==> src/rtl/tile_match_ctrl.sv <==
// Turn sequencer for the tile-matching game: synchronises the keys, walks each turn
// through two picks, a timed reveal and match resolution, and keeps masks/score/tries.
module tile_match_ctrl #(
    parameter  int NUM_TILES   = 8,
    parameter  int VAL_W       = 3,
    parameter  int SHOW_CYCLES = 50_000_000,
    localparam int IDX_W       = $clog2(NUM_TILES),
    localparam int SCORE_W     = $clog2(NUM_TILES / 2 + 1)
) (
    input  logic                 CLOCK_50,
    input  logic                 resetn,
    input  logic                 start_n,
    input  logic                 pick_n,
    input  logic [IDX_W-1:0]     sel,
    output logic [IDX_W-1:0]     mem_addr,
    input  logic [VAL_W-1:0]     mem_data,
    output logic [NUM_TILES-1:0] revealed,
    output logic [NUM_TILES-1:0] matched,
    output logic [SCORE_W-1:0]   score,
    output logic [7:0]           tries,
    output logic                 reject,
    output logic                 game_over
);

    localparam int CNT_W = (SHOW_CYCLES > 1) ? $clog2(SHOW_CYCLES) : 1;

    typedef enum logic [2:0] {
        S_IDLE, S_PICK1, S_READ1, S_PICK2, S_READ2, S_SHOW, S_DONE
    } state_t;

    state_t               r_state, w_next_state;
    logic [1:0]           r_start_sync, r_pick_sync;
    logic                 r_start_prev, r_pick_prev;
    logic [IDX_W-1:0]     r_idx1, r_idx2, r_mem_addr;
    logic [VAL_W-1:0]     r_val1;
    logic [NUM_TILES-1:0] r_revealed, r_matched;
    logic [SCORE_W-1:0]   r_score;
    logic [7:0]           r_tries;
    logic                 r_reject;
    logic [CNT_W-1:0]     r_cnt;

    logic w_start_pulse, w_pick_pulse, w_sel_valid;
    logic w_clear, w_take, w_reject, w_capture, w_resolve, w_game_over;

    // Synchronisers idle at 1 (key released) so reset never looks like a press.
    always_ff @(posedge CLOCK_50 or negedge resetn) begin
        if (!resetn) begin
            r_start_sync <= 2'b11;
            r_pick_sync  <= 2'b11;
            r_start_prev <= 1'b1;
            r_pick_prev  <= 1'b1;
        end else begin
            // NOTE: non-blocking so every stage samples the previous stage's old value.
            r_start_sync <= {r_start_sync[0], start_n};
            r_pick_sync  <= {r_pick_sync[0], pick_n};
            r_start_prev <= r_start_sync[1];
            r_pick_prev  <= r_pick_sync[1];
        end
    end

    assign w_start_pulse = r_start_prev & ~r_start_sync[1];
    assign w_pick_pulse  = r_pick_prev & ~r_pick_sync[1];

    assign w_sel_valid = (32'(sel) < NUM_TILES) && !r_matched[sel]
                         && !((r_state == S_PICK2) && (sel == r_idx1));

    always_ff @(posedge CLOCK_50 or negedge resetn) begin
        if (!resetn) r_state <= S_IDLE;
        else         r_state <= w_next_state;
    end

    always_comb begin
        // NOTE: default assignment first so no path leaves the signal unassigned (no latch).
        w_next_state = r_state;
        case (r_state)
            S_IDLE, S_DONE: if (w_start_pulse) w_next_state = S_PICK1;
            S_PICK1:        if (w_take) w_next_state = S_READ1;
            S_READ1:        w_next_state = S_PICK2;
            S_PICK2:        if (w_take) w_next_state = S_READ2;
            S_READ2:        w_next_state = S_SHOW;
            S_SHOW: begin
                if (r_cnt == '0)
                    w_next_state = (r_matched == '1) ? S_DONE : S_PICK1;
            end
            default:        w_next_state = S_IDLE;
        endcase
    end

    always_comb begin
        w_clear     = 1'b0;
        w_take      = 1'b0;
        w_reject    = 1'b0;
        w_capture   = 1'b0;
        w_resolve   = 1'b0;
        w_game_over = 1'b0;
        case (r_state)
            S_IDLE:  w_clear = w_start_pulse;
            S_PICK1, S_PICK2: begin
                w_take   = w_pick_pulse & w_sel_valid;
                w_reject = w_pick_pulse & ~w_sel_valid;
            end
            S_READ1: w_capture = 1'b1;
            S_READ2: w_resolve = 1'b1;
            S_DONE: begin
                w_game_over = 1'b1;
                w_clear     = w_start_pulse;
            end
            default: ;
        endcase
    end

    always_ff @(posedge CLOCK_50 or negedge resetn) begin
        if (!resetn) begin
            r_idx1     <= '0;
            r_idx2     <= '0;
            r_mem_addr <= '0;
            r_val1     <= '0;
            r_revealed <= '0;
            r_matched  <= '0;
            r_score    <= '0;
            r_tries    <= '0;
            r_reject   <= 1'b0;
            r_cnt      <= '0;
        end else begin
            r_reject <= w_reject;
            if (w_clear) begin
                r_revealed <= '0;
                r_matched  <= '0;
                r_score    <= '0;
                r_tries    <= '0;
            end
            if (w_take) begin
                r_mem_addr      <= sel;
                r_revealed[sel] <= 1'b1;
                if (r_state == S_PICK1) r_idx1 <= sel;
                else                    r_idx2 <= sel;
            end
            if (w_capture) r_val1 <= mem_data;
            if (w_resolve) begin
                if (mem_data == r_val1) begin
                    r_matched[r_idx1] <= 1'b1;
                    r_matched[r_idx2] <= 1'b1;
                    r_score           <= r_score + SCORE_W'(1);
                end
                if (r_tries != 8'hFF) r_tries <= r_tries + 8'd1;
                r_cnt <= CNT_W'(SHOW_CYCLES - 1);
            end else if (r_state == S_SHOW) begin
                if (r_cnt == '0) r_revealed <= '0;
                else             r_cnt      <= r_cnt - CNT_W'(1);
            end
        end
    end

    // The pick address goes straight out so a registered board memory returns data in READx.
    assign mem_addr  = w_take ? sel : r_mem_addr;
    assign revealed  = r_revealed;
    assign matched   = r_matched;
    assign score     = r_score;
    assign tries     = r_tries;
    assign reject    = r_reject;
    assign game_over = w_game_over;

endmodule

==> config.mk <==
export PLATFORM = sky130hd
export DESIGN_NAME = tile_match_ctrl
export DESIGN_NICKNAME = d
export VERILOG_FILES = /design/src/rtl/tile_match_ctrl.sv
export SDC_FILE = /design/constraint.sdc
export NUM_CORES = 1
export LEC_CHECK = 0
export BUFFER_PORTS_ARGS = -buffer_cell sky130_fd_sc_hd__buf_4
export CAP_MARGIN = 20
export CORE_MARGIN = 3
export CORE_UTILIZATION = 59
export DETAILED_ROUTE_END_ITERATION = 10
export PLACE_DENSITY = 0.8
export SYNTH_ARGS = -nofsm -noshare
export SYNTH_HDL_FRONTEND = slang
export SYNTH_SLANG_ARGS = --single-unit
==> constraint.sdc <==
create_clock -name CLOCK_50 -period 3.7 [get_ports CLOCK_50]
set_input_delay 0.74 -clock CLOCK_50 [delete_from_list [all_inputs] [get_ports CLOCK_50]]
set_output_delay 0.74 -clock CLOCK_50 [all_outputs]
set_load 0.02 [all_outputs]
# Yosys cells after proc, flatten, opt, wreduce, memory -nomap -nowiden
# Cells that the tools add are included.
[classes]
n_addsub = 3
n_mul = 0
div = 0
order_cmp = 6
n_eq_ne = 15
shift = 0
muxes = 38
bitwise_logic = 11
n_reduce_logical = 16
[op_table]
columns = ["cell", "count"]
rows = [
  ["two-way mux 8 bit", 11],
  ["two-way mux 26 bit", 3],
  ["two-way mux 3 bit", 9],
  ["logical NOT 26 bit", 1],
  ["subtractor 26 x 1 -> 26 bit (second input constant)", 1],
  ["OR 8 bit", 3],
  ["case mux 3 bit (6 select lines)", 1],
  ["< comparator 3 x 4 -> 1 bit (second input constant)", 3],
  ["two-way mux 1 bit", 10],
  ["demux 1 bit (select 3 bit)", 3],
  ["== test 3 bit (second input constant)", 3],
  ["greater-or-equal comparator 3 x 1 -> 1 bit (second input constant)", 3],
  ["adder 8 x 1 -> 8 bit (second input constant)", 1],
  ["== test 8 bit (second input constant)", 1],
  ["inequality test 2 bit (second input constant)", 4],
  ["inequality test 8 bit (second input constant)", 1],
  ["== test 3 x 2 -> 1 bit (second input constant)", 2],
  ["== test 3 bit", 2],
  ["AND reduction 2 bit", 3],
  ["logical AND 1 bit", 5],
  ["bitwise AND 1 bit", 4],
  ["inverter 1 bit", 4],
  ["AND reduction 4 bit", 1],
  ["OR reduction 2 bit", 2],
  ["7 further kinds", 8],
]
[totals]
reg_bits = 75
latchBits = 0
ram_bits = 0
romBits = 0
in_bits = 10
out_inout_bits = 32
wordCells = 104
memories = 0

# Logic depth before layout (Yosys ltp)
# Gate-level depths: netlist of the first run.
[depth]
word_depth = 10
ltp_mapped = 8
mapped_depth_nobuf = 7

# Worst setup path before layout of the first run
# Ideal clock, no wire load.
[synth_path]
kind = "input to output"
startpoint = "input port sel[0]"
endpoint = "output port mem_addr[1]"
arrival_ns = 2.474
required_ns = 2.960
setup_slack_ns = 0.486
path_stages = 7
path_buffers = 2
cell_sequence = "buf_1 -> mux2i_1 -> o22ai_1 -> nor4b_1 -> clkbuf_1 -> nand2_1 -> mux2_2"
[synth_between]
elab_chain_cells = 7
word_cells_on_any_way = 10
classes_between = "eq/ne (1); mux (4); bitwise (1); reduce/logical (4)"
[synth_rtl]
columns = ["item", "line", "rtl"]
rows = [
  ["start, declared", "14", "input logic [IDX_W-1:0] sel,"],
  ["binary-select mux 1 bit (select 3 bit) / == test 3 bit (equally long branches)", "64, 65", ""],
  ["two-way mux 1 bit (implied by the code) / logical AND 1 bit (equally long branches)", "64, 65", ""],
  ["logical NOT 1 bit (on tied branches)", "64, 65", ""],
  ["logical AND 1 bit *", "65", "&& !((r_state == S_PICK2) && (sel == r_idx1));"],
  ["bitwise AND 1 bit *", "99", "w_take = w_pick_pulse & w_sel_valid;"],
  ["two-way mux 1 bit *", "96", "case (r_state)"],
  ["two-way mux 3 bit *", "155", "assign mem_addr = w_take ? sel : r_mem_addr;"],
  ["end, declared", "15", "output logic [IDX_W-1:0] mem_addr,"],
]
# Mark *: on every way between the ends. The rest lies on a longest branch, timed or not. The select of a mux whose other input is x is not followed.

# Worst setup path in the final report of the first run
[layout_path]
startpoint = "input port sel[0]"
endpoint = "output port mem_addr[0]"
[layout_between]
elab_chain_cells = 7
word_cells_on_any_way = 10
classes_between = "eq/ne (1); mux (4); bitwise (1); reduce/logical (4)"
[layout_rtl]
columns = ["item", "line"]
rows = [
  ["binary-select mux 1 bit (select 3 bit) / == test 3 bit (equally long branches)", "64, 65"],
  ["two-way mux 1 bit (implied by the code) / logical AND 1 bit (equally long branches)", "64, 65"],
  ["logical NOT 1 bit (on tied branches)", "64, 65"],
  ["logical AND 1 bit", "65"],
  ["bitwise AND 1 bit", "99"],
  ["two-way mux 1 bit", "96"],
  ["two-way mux 3 bit *", "155"],
]
# Marks and branches as above.

==> metrics, run 1 <==
Critical Path Fanout Max=12; min-delay worst type=register to register; dominant cells by area after synthesis=dfrtp_1 44%, dfstp_2 4.0%, nand2_1 3.7%; number of antenna violations at the first check in global routing=0; CP Launch Type=input pin; Post-CTS Setup Bufs=0; Slew Limit Fails=0; slowest stage delay, CP=roughly 0.4 ns; total number of vias=about 3200; Top delay family on crit path=simple AND/OR/NAND/NOR gates; drt drc=0; post-route setup TNS=0 ns; clock latency at the later pin of the worst-skew pair=0.35 ns; Worst-Margin Slew=between 0.9 and 1 ns; final worst-path cycle share=0.879; IO Pins=between 40 and 50; met1 Usage GRT=0.339; final WL=approximately 8.6 mm; R2R depth=7; total CTS buffers=9; via/cell ratio=6.29; GRT Util Overall=0.238; core footprint=roughly 6400 sq um; worst-path cell chain=buf_4 -> mux2i_1 -> o22ai_1 -> nor4b_1 -> buf_4 -> nand3_1 -> a21bo_2 -> buf_4; most frequent cells in the layout=69 x dfrtp_1, 43 x buf_4, 39 x nand2_1; Seq. cell area=between 1500 and 2000 sq um; number of global-route vias before repair=between 2000 and 3000; GR peak layer=met2; initial DRC count=approximately 230; Die ar.=~7700 sq um; Crit. End Element=output port; Fill cells=~510; Syn Nets=~420; worst hold stages=0; Detailed Place HPWL=approximately 5.9 mm; Warnings, synthesis=0; TritonCTS clock tree=built; H-tree depth=3; Crit Path Category=input pin to output port; Root Buffer=clkbuf_8; Required @ worst endpoint=roughly 3.0 ns; fin cells=~520; Rel. slew slack=0.376; Yosys reg bits=75; Final GP Congestion=between 0.8 and 0.9; sequential-to-total area share from yosys stat=0.481; Overflow after GRT=0; PostCTS Resize Cnt=0; CTS Hold Bufs=0; maximum VDD drop=roughly 0.44 mV; P_leak=a little under 2 nW; cell accounting for the most synthesized area=dfrtp_1; crit path buf inv count=3; dpl cells=500; final hold violation count=0; Post-Syn Area=between 3000 and 4000 sq um; skew final=roughly 0.0099 ns; site row count=29; fmax=a little over 0.3 GHz; shortest period the worst path allows=around 3.3 ns; most common cell after layout, fill and taps aside=dfrtp_1; count of nets after finishing=approximately 450; DR pass1 iterations=4; asr flop ratio synth=1.00; routed len/inst=~17 um; die outline height=just under 90 um; Worst-path clk slew=around 0.080 ns; first-pass GRT wire length=14.3 mm; met3 Usage GRT=0.0426; Mapped Cells=402; Die X-Extent=between 80 and 90 um; Clock Path Buffers=2; Post-synth EDFFs=0; Setup-failing EPs final=0; Crit path depth=8; Ant. Diodes=0; antenna viol nets, final=0; cell with the largest stage delay on the worst path=nor4b_1; Yosys top cell area share=0.441; area grow syn2layout=13.5%; Mean Syn Cell Area=9.74 sq um; met2 usage=0.363; layout cells sized above 1=0.205; IO Port Bufs=a little over 40; worst path arrival time=approximately 2.5 ns; power density of the placed cells=roughly 750 nW/um^2; most used cell, CP=buf_4; total of max-cap violations=0; Initial Util=0.613; RSZ-0062 raised after global routing=no; multi-input logic area=1910 sq um; number of distinct library cells after synthesis=between 60 and 70; main flop type after synthesis=dfrtp_1; largest net degree at the start of global routing=76; status=finished clean; clk sinks=75
## power breakdown
part | internal [W] | switching (W) | leakage [nW]
clock | 0.000332 | 0.000311 | 0.0922
sequential | 0.00109 | 0.000360 | 0.952
combinational | 0.000551 | 0.000708 | 0.927
## layout make-up
class,count,area share
timing repair buffer,43,0.0726
tap,77,0.0217
inverter,7,0.00591
clock inverter,5,0.0138
clock buffer,11,0.0318
sequential,75,0.424
multi-input combinational,298,0.430
## routing by layer
metal	part of all wire	wire [um]	vias to the layer above
li1	-	-	1561
met1	0.48	4100	1606
met2	0.46	3960	68
met3	0.043	367	11
met4	0.017	146	0
met5	0	0	-
## synth_stat cells (all sizes together), types with 6 or more instances
cell type and n:
dfrtp 69, nand2 39, nor2 29, o21ai 27
a21oi 19, clkbuf 18, nand3 15, nor3 15
mux2 11, o31ai 11, or4 10, o22ai 9
and3 7, inv 7, or3 7, xor2 7
dfstp 6, nor4 6, o211ai 6
## final timing paths
| path | start | end | slack, ns |
|---|---|---|---|
| setup / recovery | sel[0] | mem_addr[0] | 0.45 |
| hold / removal | r_pick_sync[0] | r_pick_sync[1] | 0.36 |
| setup reg to reg | r_cnt[0] | revealed[7] | 1.09 |
| hold reg to reg | r_pick_sync[0] | r_pick_sync[1] | 0.36 |
| max in group asynchronous | resetn | tries[6] | 2.56 |
| min in group asynchronous | resetn | r_cnt[24] | 0.51 |
## flip-flops by register name, indices dropped and copies added, names as in the netlist
name and flops:
matched 8, r_cnt 26, r_idx1 3, r_idx2 3
r_mem_addr 3, r_pick_prev 1, r_pick_sync 2, r_start_prev 1
r_start_sync 2, r_state 3, r_val1 3, reject 1
revealed 8, score 3, tries 8
## stage by stage
| stage | area (sq um) | worst slack [ns] | hold slack, ns | total power [W] | utilization |
|---|---|---|---|---|---|
| after floorplan | 3920 | 0.486 | 0.345 | 0.00232 | - |
| after global placement | 4240 | 0.579 | 0.346 | 0.00265 | 0.664 |
| after detailed placement | 4240 | 0.502 | 0.348 | 0.00271 | 0.664 |
| after CTS | 4450 | 0.491 | 0.363 | 0.00336 | 0.696 |
| after global routing | 4450 | 0.292 | 0.369 | 0.00359 | 0.696 |
| final | 4450 | 0.449 | 0.360 | 0.00336 | 0.696 |
## kinds of logic after synthesis
logic type,after synthesis,share of synthesized area
and+or+nand+nor,167,0.240
buffers and inverters,29,0.0304
AOI/OAI and AO/OA,102,0.172
muxes,15,0.0419
xor gates and xnor gates,10,0.0224
adders and majority gates,4,0.0128
DFF,75,0.481
No activity file was read; power rests on OpenSTA's default activity.
==> run 2, diff against run 1 <==
Settings changed: PLACE_DENSITY 0.8 to 0.84.
==> run 2 against run 1 <==
- flip-flop and latch count unchanged
- clock-buffer cell count shrank 2
- total power shrank 0.58%
- largest cell class unchanged
- non-clock buffer count grew 1
- critical path depth is the same
- sequential share of layout area barely moved
- cell area is essentially flat
- clock skew increased by 0.0016 ns
- critical endpoint is now mem_addr[1]
- register-to-register slack better by 0.03 ns
- maximum frequency rose by 1.7%
- global-route usage grew 0.11 points
- die area unchanged
==> metrics, run 2 (same netlist as run 1, synthesis figures left out) <==
GRT Util Overall=0.239 (was 0.238); clock latency at the later pin of the worst-skew pair=0.35 ns (about the same); Overflow after GRT=0 (unchanged); total number of vias=3276 (was 3246); Initial Util=0.613 (unchanged); Largest register FFs=26 (unchanged); maximum VDD drop=0.495 mV (was 0.439 mV); internal power=0.00195 W (was 0.00198 W); status=finished clean (unchanged); Post-CTS Setup Bufs=0 (unchanged); most common cell after layout, fill and taps aside=dfrtp_1 (unchanged); CTS Hold Bufs=0 (unchanged); routed len/inst=16.6 um (about the same); Switch Pwr=0.00138 W (about the same); core footprint=6390 sq um (unchanged); largest net degree at the start of global routing=76 (unchanged); worst path arrival time=2.46 ns (was 2.51 ns); Required @ worst endpoint=2.96 ns (about the same); number of antenna violations at the first check in global routing=0 (unchanged); CP Launch Type=input pin (unchanged); Clock Path Buffers=2 (unchanged); Die X-Extent=87.5 um (unchanged); Root Buffer=clkbuf_8 (unchanged); antenna viol nets, final=0 (unchanged); worst-path cell chain=buf_4 -> mux2i_1 -> o22ai_1 -> nor4b_1 -> buf_4 -> nand2_1 -> mux2_2 -> buf_4 (was buf_4 -> mux2i_1 -> o22ai_1 -> nor4b_1 -> buf_4 -> nand3_1 -> a21bo_2 -> buf_4); Switching Fraction=0.414 (was 0.411); site row count=29 (unchanged); RSZ-0062 raised after global routing=no (unchanged); Seq pwr share=0.438 (was 0.433); combinational cell fraction of total power=0.376 (was 0.375); Crit Path Category=input pin to output port (unchanged); Ant. Diodes=0 (unchanged); IO Port Bufs=41 (unchanged); crit path buf inv count=3 (unchanged); Worst R2R Start=r_cnt[17] (was r_cnt[0]); drt drc=0 (unchanged); Crit. End Element=output port (unchanged); shortest period the worst path allows=3.20 ns (was 3.25 ns); most frequent cells in the layout=69 x dfrtp_1, 44 x buf_4, 39 x nand2_1 (was 69 x dfrtp_1, 43 x buf_4, 39 x nand2_1); final hold violation count=0 (unchanged); post-route setup TNS=0 ns (unchanged); Slew Limit Fails=0 (unchanged); final WL=8.61 mm (was 8.57 mm); number of global-route vias before repair=2985 (was 2982); Die ar.=7650 sq um (unchanged); HP Start=r_pick_sync[0] (unchanged); Final GP Congestion=0.831 (was 0.859); Top reg by flops=r_cnt (unchanged); first-pass GRT wire length=14.3 mm (about the same); Detailed Place HPWL=6.02 mm (was 5.92 mm); Clk pwr share=0.186 (was 0.192); layout cells sized above 1=0.209 (was 0.205); power density of the placed cells=751 nW/um^2 (was 755 nW/um^2); cell area after layout=4440 sq um (was 4450 sq um); Rel. slew slack=0.369 (was 0.376); die outline height=87.5 um (unchanged); final worst-path cycle share=0.864 (was 0.879); fmax=0.313 GHz (was 0.308 GHz); Post-Place Worst Slack=0.527 ns (was 0.502 ns); Setup-failing EPs final=0 (unchanged); P_leak=1.98 nW (was 1.97 nW); PostCTS Resize Cnt=0 (unchanged); skew final=0.0114 ns (was 0.00986 ns); DR pass1 iterations=4 (unchanged); cell with the largest stage delay on the worst path=nor4b_1 (unchanged); IO Pins=42 (unchanged); TritonCTS clock tree=built (unchanged); most used cell, CP=buf_4 (unchanged); Worst-path clk slew=0.08 ns (about the same); clk sinks=75 (unchanged); total of max-cap violations=0 (unchanged); area grow syn2layout=13.5% (about the same); slowest stage delay, CP=0.40 ns (about the same); placed cell area=4250 sq um (was 4240 sq um); min-delay worst type=register to register (unchanged); initial DRC count=212 (was 229); setup ws final=0.505 ns (was 0.449 ns); total CTS buffers=9 (unchanged); worst setup path startpoint=sel[0] (unchanged); Critical Path Fanout Max=12 (unchanged); count of nets after finishing=449 (was 448); hold_ws=0.355 ns (was 0.360 ns); Top delay family on crit path=multiplexers (was simple AND/OR/NAND/NOR gates); H-tree depth=3 (unchanged); via/cell ratio=6.34 (was 6.29); Final Power=0.00334 W (was 0.00336 W); Worst-Margin Slew=0.946 ns (was 0.936 ns)
-- run 2: cell type report --
type	instances	area, sq um
Clock buffer	9	124
Clock inverter	7	68.8
Fill cell	510	1940
Inverter	7	26.3
Multi-Input combinational cell	298	1910
Sequential cell	75	1880
Tap cell	77	96.3
Timing Repair Buffer	44	330
-- run 2: metrics by stage --
stage	cells	utilization
final	517	0.696
after global routing	517	0.696
after floorplan	402	-
after CTS	517	0.696
after detailed placement	501	0.666
after global placement	501	0.666
-- run 2: metal layers --
metal,vias to the layer above,global-route usage,routed length (um),part of all wire
met5,-,0,0,0
met4,0,0.100,128,0.015
met3,13,0.0454,482,0.056
met2,95,0.367,4120,0.48
met1,1612,0.333,3880,0.45
li1,1556,-,-,-
-- run 2: path summary, 6_finish.rpt --
path                       cells after the start        endpoint  slack [ns]
hold reg to reg                                0  r_pick_sync[1]        0.36
min in group asynchronous                      1       r_cnt[12]        0.50
hold / removal                                 0  r_pick_sync[1]        0.36
max in group asynchronous                      1        r_cnt[6]        2.55
setup / recovery                               8     mem_addr[1]        0.50
setup reg to reg                               5     revealed[7]        1.12
-- run 2: power groups by stage --
stage / Clock [W] / Sequential, W / Combinational, W
finish: 0.000621 / 0.00146 / 0.00125
global route: 0.000665 / 0.00151 / 0.00140
CTS: 0.000623 / 0.00145 / 0.00126
detailed placement: 0 / 0.00146 / 0.00125
global placement: 0 / 0.00144 / 0.00121
floorplan: 0 / 0.00139 / 0.000933
